### config.mk
export PLATFORM = sky130hd
export DESIGN_NAME = gpi_debounce
export DESIGN_NICKNAME = d
export VERILOG_FILES = /design/src/rtl/gpi_debounce.sv
export SDC_FILE = /design/constraint.sdc
export NUM_CORES = 1
export LEC_CHECK = 0
export ABC_AREA = 1
export CORE_MARGIN = 2
export CORE_UTILIZATION = 25
export DETAILED_ROUTE_END_ITERATION = 16
export GPL_TIMING_DRIVEN = 0
export PLACE_DENSITY = 0.39
export REMOVE_ABC_BUFFERS = 1
export SYNTH_ARGS = -nofsm -noshare
export SYNTH_HDL_FRONTEND = slang
export SYNTH_SLANG_ARGS = --single-unit
### constraint.sdc
create_clock -name clk -period 4.1 [get_ports clk]
set_input_delay 1.23 -clock clk [delete_from_list [all_inputs] [get_ports clk]]
set_output_delay 1.23 -clock clk [all_outputs]
set_load 0.03 [all_outputs]
### src/rtl/gpi_debounce.sv
// rtl/gpi_debounce.sv - multi-channel synchronised input debouncer with CSR-programmable filter time
module gpi_debounce #(
  parameter logic [4:0]            BASE_ADDR  = 5'h1d,
  parameter int                    NUM_INPUTS = 7,
  parameter logic [NUM_INPUTS-1:0] DFL_STATE  = {NUM_INPUTS{1'b0}},
  parameter logic [7:0]            DFL_TIME   = 8'd32
) (
  input  logic                  clk,
  input  logic                  rst,
  input  logic                  ce,
  input  logic [4:0]            csr_a,
  input  logic [7:0]            csr_di,
  input  logic                  csr_we,
  output logic [7:0]            csr_do,
  input  logic [NUM_INPUTS-1:0] in,
  output logic [NUM_INPUTS-1:0] out,
  output logic [NUM_INPUTS-1:0] out_posedge,
  output logic [NUM_INPUTS-1:0] out_negedge
);

  localparam logic [4:0] TIME_ADDR   = BASE_ADDR;
  localparam logic [4:0] BYPASS_ADDR = BASE_ADDR + 5'd1;

  logic [NUM_INPUTS-1:0]      sync1_q, sync1_d;
  logic [NUM_INPUTS-1:0]      sync2_q, sync2_d;
  logic [NUM_INPUTS-1:0]      out_q, out_d;
  logic [NUM_INPUTS-1:0]      pos_q, pos_d;
  logic [NUM_INPUTS-1:0]      neg_q, neg_d;
  logic [NUM_INPUTS-1:0][7:0] cnt_q, cnt_d;
  logic [7:0]                 time_q, time_d;
  logic [NUM_INPUTS-1:0]      bypass_q, bypass_d;
  logic                       time_we;
  logic                       bypass_we;
  logic [7:0]                 bypass_rd;

  // CSR write decode and next-value selection for the config registers
  always_comb begin
    time_we   = csr_we && (csr_a == TIME_ADDR);
    bypass_we = csr_we && (csr_a == BYPASS_ADDR);
    time_d    = time_we ? csr_di : time_q;
    bypass_d  = bypass_we ? csr_di[NUM_INPUTS-1:0] : bypass_q;
  end

  // Combinational CSR read; returns zero off-address so several blocks can be OR-ed onto one bus
  always_comb begin
    bypass_rd = 8'h00;
    bypass_rd[NUM_INPUTS-1:0] = bypass_q;
    csr_do = 8'h00;
    if (csr_a == TIME_ADDR) begin
      csr_do = time_q;
    end else if (csr_a == BYPASS_ADDR) begin
      csr_do = bypass_rd;
    end
  end

  // Per-channel synchroniser shift and stability filter with edge-strobe generation
  always_comb begin
    sync1_d = in;
    sync2_d = sync1_q;
    out_d   = out_q;
    cnt_d   = cnt_q;
    pos_d   = '0;
    neg_d   = '0;
    for (int i = 0; i < NUM_INPUTS; i++) begin
      if (time_we) begin
        // A new debounce time invalidates every partial count; levels hold.
        cnt_d[i] = 8'd0;
      end else if (sync2_q[i] == out_q[i]) begin
        cnt_d[i] = 8'd0;
      end else if ((time_q == 8'd0) || bypass_q[i]) begin
        // Unfiltered channel: follow the synchronised pin directly.
        out_d[i] = sync2_q[i];
        pos_d[i] = sync2_q[i];
        neg_d[i] = ~sync2_q[i];
        cnt_d[i] = 8'd0;
      end else if (ce && (cnt_q[i] == time_q - 8'd1)) begin
        out_d[i] = sync2_q[i];
        pos_d[i] = sync2_q[i];
        neg_d[i] = ~sync2_q[i];
        cnt_d[i] = 8'd0;
      end else if (ce) begin
        cnt_d[i] = cnt_q[i] + 8'd1;
      end
    end
  end

  // State registers; reset forces default levels so no strobe can appear on release
  always_ff @(posedge clk or posedge rst) begin
    if (rst) begin
      sync1_q  <= DFL_STATE;
      sync2_q  <= DFL_STATE;
      out_q    <= DFL_STATE;
      pos_q    <= '0;
      neg_q    <= '0;
      cnt_q    <= '0;
      time_q   <= DFL_TIME;
      bypass_q <= '0;
    end else begin
      sync1_q  <= sync1_d;
      sync2_q  <= sync2_d;
      out_q    <= out_d;
      pos_q    <= pos_d;
      neg_q    <= neg_d;
      cnt_q    <= cnt_d;
      time_q   <= time_d;
      bypass_q <= bypass_d;
    end
  end

  assign out         = out_q;
  assign out_posedge = pos_q;
  assign out_negedge = neg_q;

endmodule

==> impl_metrics.tcl <==
set metrics [dict create \
    tightest_slew_ps 1073 \
    grt.overflow.total 0 \
    layout-area-overhead-vs-synth_pct 20.26 \
    stdcell_count 1207 \
    dp_hpwl_mm 11.90 \
    synthesis.yosys.warnings 0 \
    post_synth_num_cell_types 30 \
    timing.hold.worst_path_depth 0 \
    path_cells "clkdlybuf4s50_1 -> inv_1 -> nor3_1 -> and2_1 -> inv_1 -> o22ai_1 -> dlygate4sd2_1" \
    dominant_delay_contributor_by_cell_family_on_the_critical_path "buffers and inverters" \
    clock-root-buffer "sky130_fd_sc_hd__clkbuf_16" \
    ys_top_cells_by_area "sky130_fd_sc_hd__dfrtp_1 (43%), sky130_fd_sc_hd__nand2_1 (14%), sky130_fd_sc_hd__inv_1 (7.5%), sky130_fd_sc_hd__nand3_1 (5.5%), sky130_fd_sc_hd__xor2_1 (4.9%)" \
    via_count 5247 \
    final_cell_mix "sky130_fd_sc_hd__nand2_1 (235), sky130_fd_sc_hd__inv_1 (121), sky130_fd_sc_hd__dfrtp_1 (105)" \
    gp_congestion 0.7902 \
    grt_setup_unrepaired "no" \
    gr-usage-met1_pct 19.78 \
    critical_path.slowest_cell "sky130_fd_sc_hd__clkdlybuf4s50_1" \
    relSlewSlack_pct 28.32 \
    synthDominantAreaCellType "sky130_fd_sc_hd__dfrtp_1" \
    viasPerCell 4.347 \
    power_density_nw_per_um2 512.5 \
    cellLeakagePower_nw 3.398 \
    final_util_pct 30.37 \
    buffer_ports.inserted 52 \
    clkSinkCount 106 \
    r2r_slack_ps 930 \
    finalInstanceArea_um2 7322 \
    grt_start_max_net_pins 74 \
    max_fclk_mhz 252.3 \
    drive_gt1_share_pct 7.361 \
    chipHeight_um 160.1 \
    start_util_pct 25.26 \
    clk_pin_slew_worst_paths_ps 80 \
    finalMaxSlewViolations 0 \
    cts_setup_buffers 0 \
    grt_use_total_pct 14.18 \
    timing.hold.worst.start "sync1_q[2]$_DFF_PP0_" \
    insertedDiodeCount 0 \
    p_seq_share_pct 36.2 \
    postPlaceCellArea_um2 7015 \
    timing.final.hold_violations 0 \
    totalPowerFinal_mw 3.753 \
    insertion_delay_ps 360 \
    wire_per_inst_um 14.47 \
    ys_seq_area_share_pct 43.59 \
    crit_fanout 7 \
    die-area_um2 25620 \
    end_kind "primary output" \
    synth_cells 821 \
    sum_of_routed_wire_length_over_all_layers_mm 17.47 \
    setup_viol 0 \
    layout.nets 911 \
    vdd_ir_drop_max_v 0.0002024 \
    critPathMostFrequentCell "sky130_fd_sc_hd__inv_1" \
    cts_buffer_depth 2 \
    first_pass_iteration_count_of_the_detailed_router 5 \
    use_met3_pct 1.636 \
    critPathRequiredTime_ps 2870 \
    htreeDepth 3 \
    reg2reg_depth 13 \
    skew_ps 6.378 \
    boundaryPins 53 \
    dpl.cell_count 1191 \
    route.antenna.remaining_nets 0 \
    swShare_pct 41.59 \
    p_int_mw 2.192 \
    wire_length_of_the_first_global_routing_pass_mm 28.30 \
    gr-max-usage-layer "met2" \
    timing.rr.start "time_q[0]$_DFFE_PP0P_" \
    timing.final.crit_share_pct 96.67 \
    grt_antenna_before_repair 0 \
    grt.met2_usage_pct 23.24 \
    startpoint_type_of_the_worst_setup_path "input port" \
    critical_path.reg2reg.endpoint "out[1]$_DFFE_PP0P_" \
    pwr-share-clk_pct 25.8 \
    timing.setup.critical_path_class "in2out" \
    combinationalPowerShare_pct 38.0 \
    slowest_delay_ps 450 \
    via_count_of_the_first_global_routing_pass 5201 \
    cts_made_buffers 9 \
    synthesized_cell_area_um2 6088 \
    tritoncts "built" \
    std_cell_rows 57 \
    run_status "complete, no violations" \
    synth.avg_cell_area_um2 7.416 \
    count_of_unresolved_drc_violations_after_routing 0 \
    coreArea_um2 24110 \
    mostFrequentLayoutCell "sky130_fd_sc_hd__nand2_1" \
    arrival_time_at_the_worst_endpoint_ps 2730 \
    yosysTopAreaCellShare_pct 43.16 \
    power.switching_mw 1.561 \
    fin_crit_ps 3964 \
    critical_path_buffer_and_inverter_count 4 \
    die_span_x_um 160.1 \
    drt_first_iter_violations 336 \
    hold_path_end "sync2_q[2]$_DFF_PP0_" \
    synth_seq_cells 106 \
    worst_hold_path_type "reg2reg" \
    drv.max_cap_violation_count 0 \
]
-- cell usage after synthesis --
cell type	count
sky130_fd_sc_hd__a21oi_1	17
sky130_fd_sc_hd__a31oi_1	3
sky130_fd_sc_hd__and2_1	1
sky130_fd_sc_hd__buf_2	4
sky130_fd_sc_hd__clkbuf_1	3
sky130_fd_sc_hd__dfrtp_1	105
sky130_fd_sc_hd__dfstp_2	1
sky130_fd_sc_hd__ha_1	9
sky130_fd_sc_hd__inv_1	122
sky130_fd_sc_hd__inv_2	5
sky130_fd_sc_hd__inv_4	1
sky130_fd_sc_hd__nand2_1	235
sky130_fd_sc_hd__nand2_2	16
sky130_fd_sc_hd__nand2_4	2
sky130_fd_sc_hd__nand3_1	67
sky130_fd_sc_hd__nand3_2	9
sky130_fd_sc_hd__nand4_1	6
sky130_fd_sc_hd__nand4_2	1
sky130_fd_sc_hd__nor2_1	64
sky130_fd_sc_hd__nor2_2	2
sky130_fd_sc_hd__nor2_4	3
sky130_fd_sc_hd__nor3_1	14
sky130_fd_sc_hd__nor3_2	6
sky130_fd_sc_hd__nor4_1	1
sky130_fd_sc_hd__o21ai_0	43
sky130_fd_sc_hd__o21ai_1	28
sky130_fd_sc_hd__o21ai_4	1
sky130_fd_sc_hd__o22ai_1	13
sky130_fd_sc_hd__xnor2_1	5
sky130_fd_sc_hd__xor2_1	34
-- final cells by class --
class                      instances  area [µm²]
fill                            2689       16780
multi-input combinational        580        2920
sequential                       106        2654
timing repair buffer              53       535.5
inverter                         128       488.0
tap                              324       405.4
clock buffer                      10       229.0
clock inverter                     6       90.09
-- what timing repair did --
| action | CTS | global route |
|---|---|---|
| cloned | 0 | 0 |
| resized for setup | 8 | 4 |
| setup endpoints to repair | 8 | 2 |
| pin swaps | 0 | 0 |
| hold buffers | 0 | 0 |
-- power by group through the flow --
stage	combinational [mW]	clock, mW	sequential [mW]
after CTS	1.45	1.00	1.36
after global routing	1.61	1.04	1.39
after floorplan	0.880	0	1.44
final	1.43	0.967	1.36
after detailed placement	1.45	0	1.38
after global placement	1.44	0	1.39
-- worst max-delay path by stage --
stage | from | end | slack (ps) | cells past startpoint
after floorplan | rst | bypass_q[0]$_DFFE_PP0P_ | 80 | 1
after global placement | rst | out_negedge[3]$_DFF_PP0_ | -2010 | 2
after detailed placement | csr_a[1] | csr_do[6] | -160 | 7
after CTS | csr_a[1] | csr_do[6] | 110 | 7
after global routing | csr_a[3] | csr_do[5] | 10 | 7
final | csr_a[1] | csr_do[2] | 140 | 7
-- through the flow --
stage          hold WS, ps  setup WS (ps)  setup TNS [ps]
4_1_cts              357.6          110.2               0
3_5_place_dp         339.5         -159.0          -933.4
6_report             352.8          136.4               0
2_1_floorplan        331.2          82.76               0
3_3_place_gp         332.4          -2012         -211750
5_1_grt              362.7          12.13               0
-- layer usage --
metal	wire length, µm	part of all wire (%)
met5	0	0
met4	234	1.3
met3	649	3.7
met2	8031	46
met1	8550	49
-- state kept, by name, indices dropped and copies added, names as in the netlist --
name and count:
out_posedge 7, bypass_q 7, out 7, time_q 8, sync1_q 7, out_negedge 7, cnt_q 56, sync2_q 7
-- logic make-up after synthesis --
group | count (synthesis) | share of synthesized area [%]
fa+ha+maj | 9 | 1.850
compound gates | 105 | 9.145
xor+xnor | 39 | 5.610
flops | 106 | 43.59
simple gates | 427 | 31.36
buf+inv | 135 | 8.446
(Power assumes the default switching activity.)
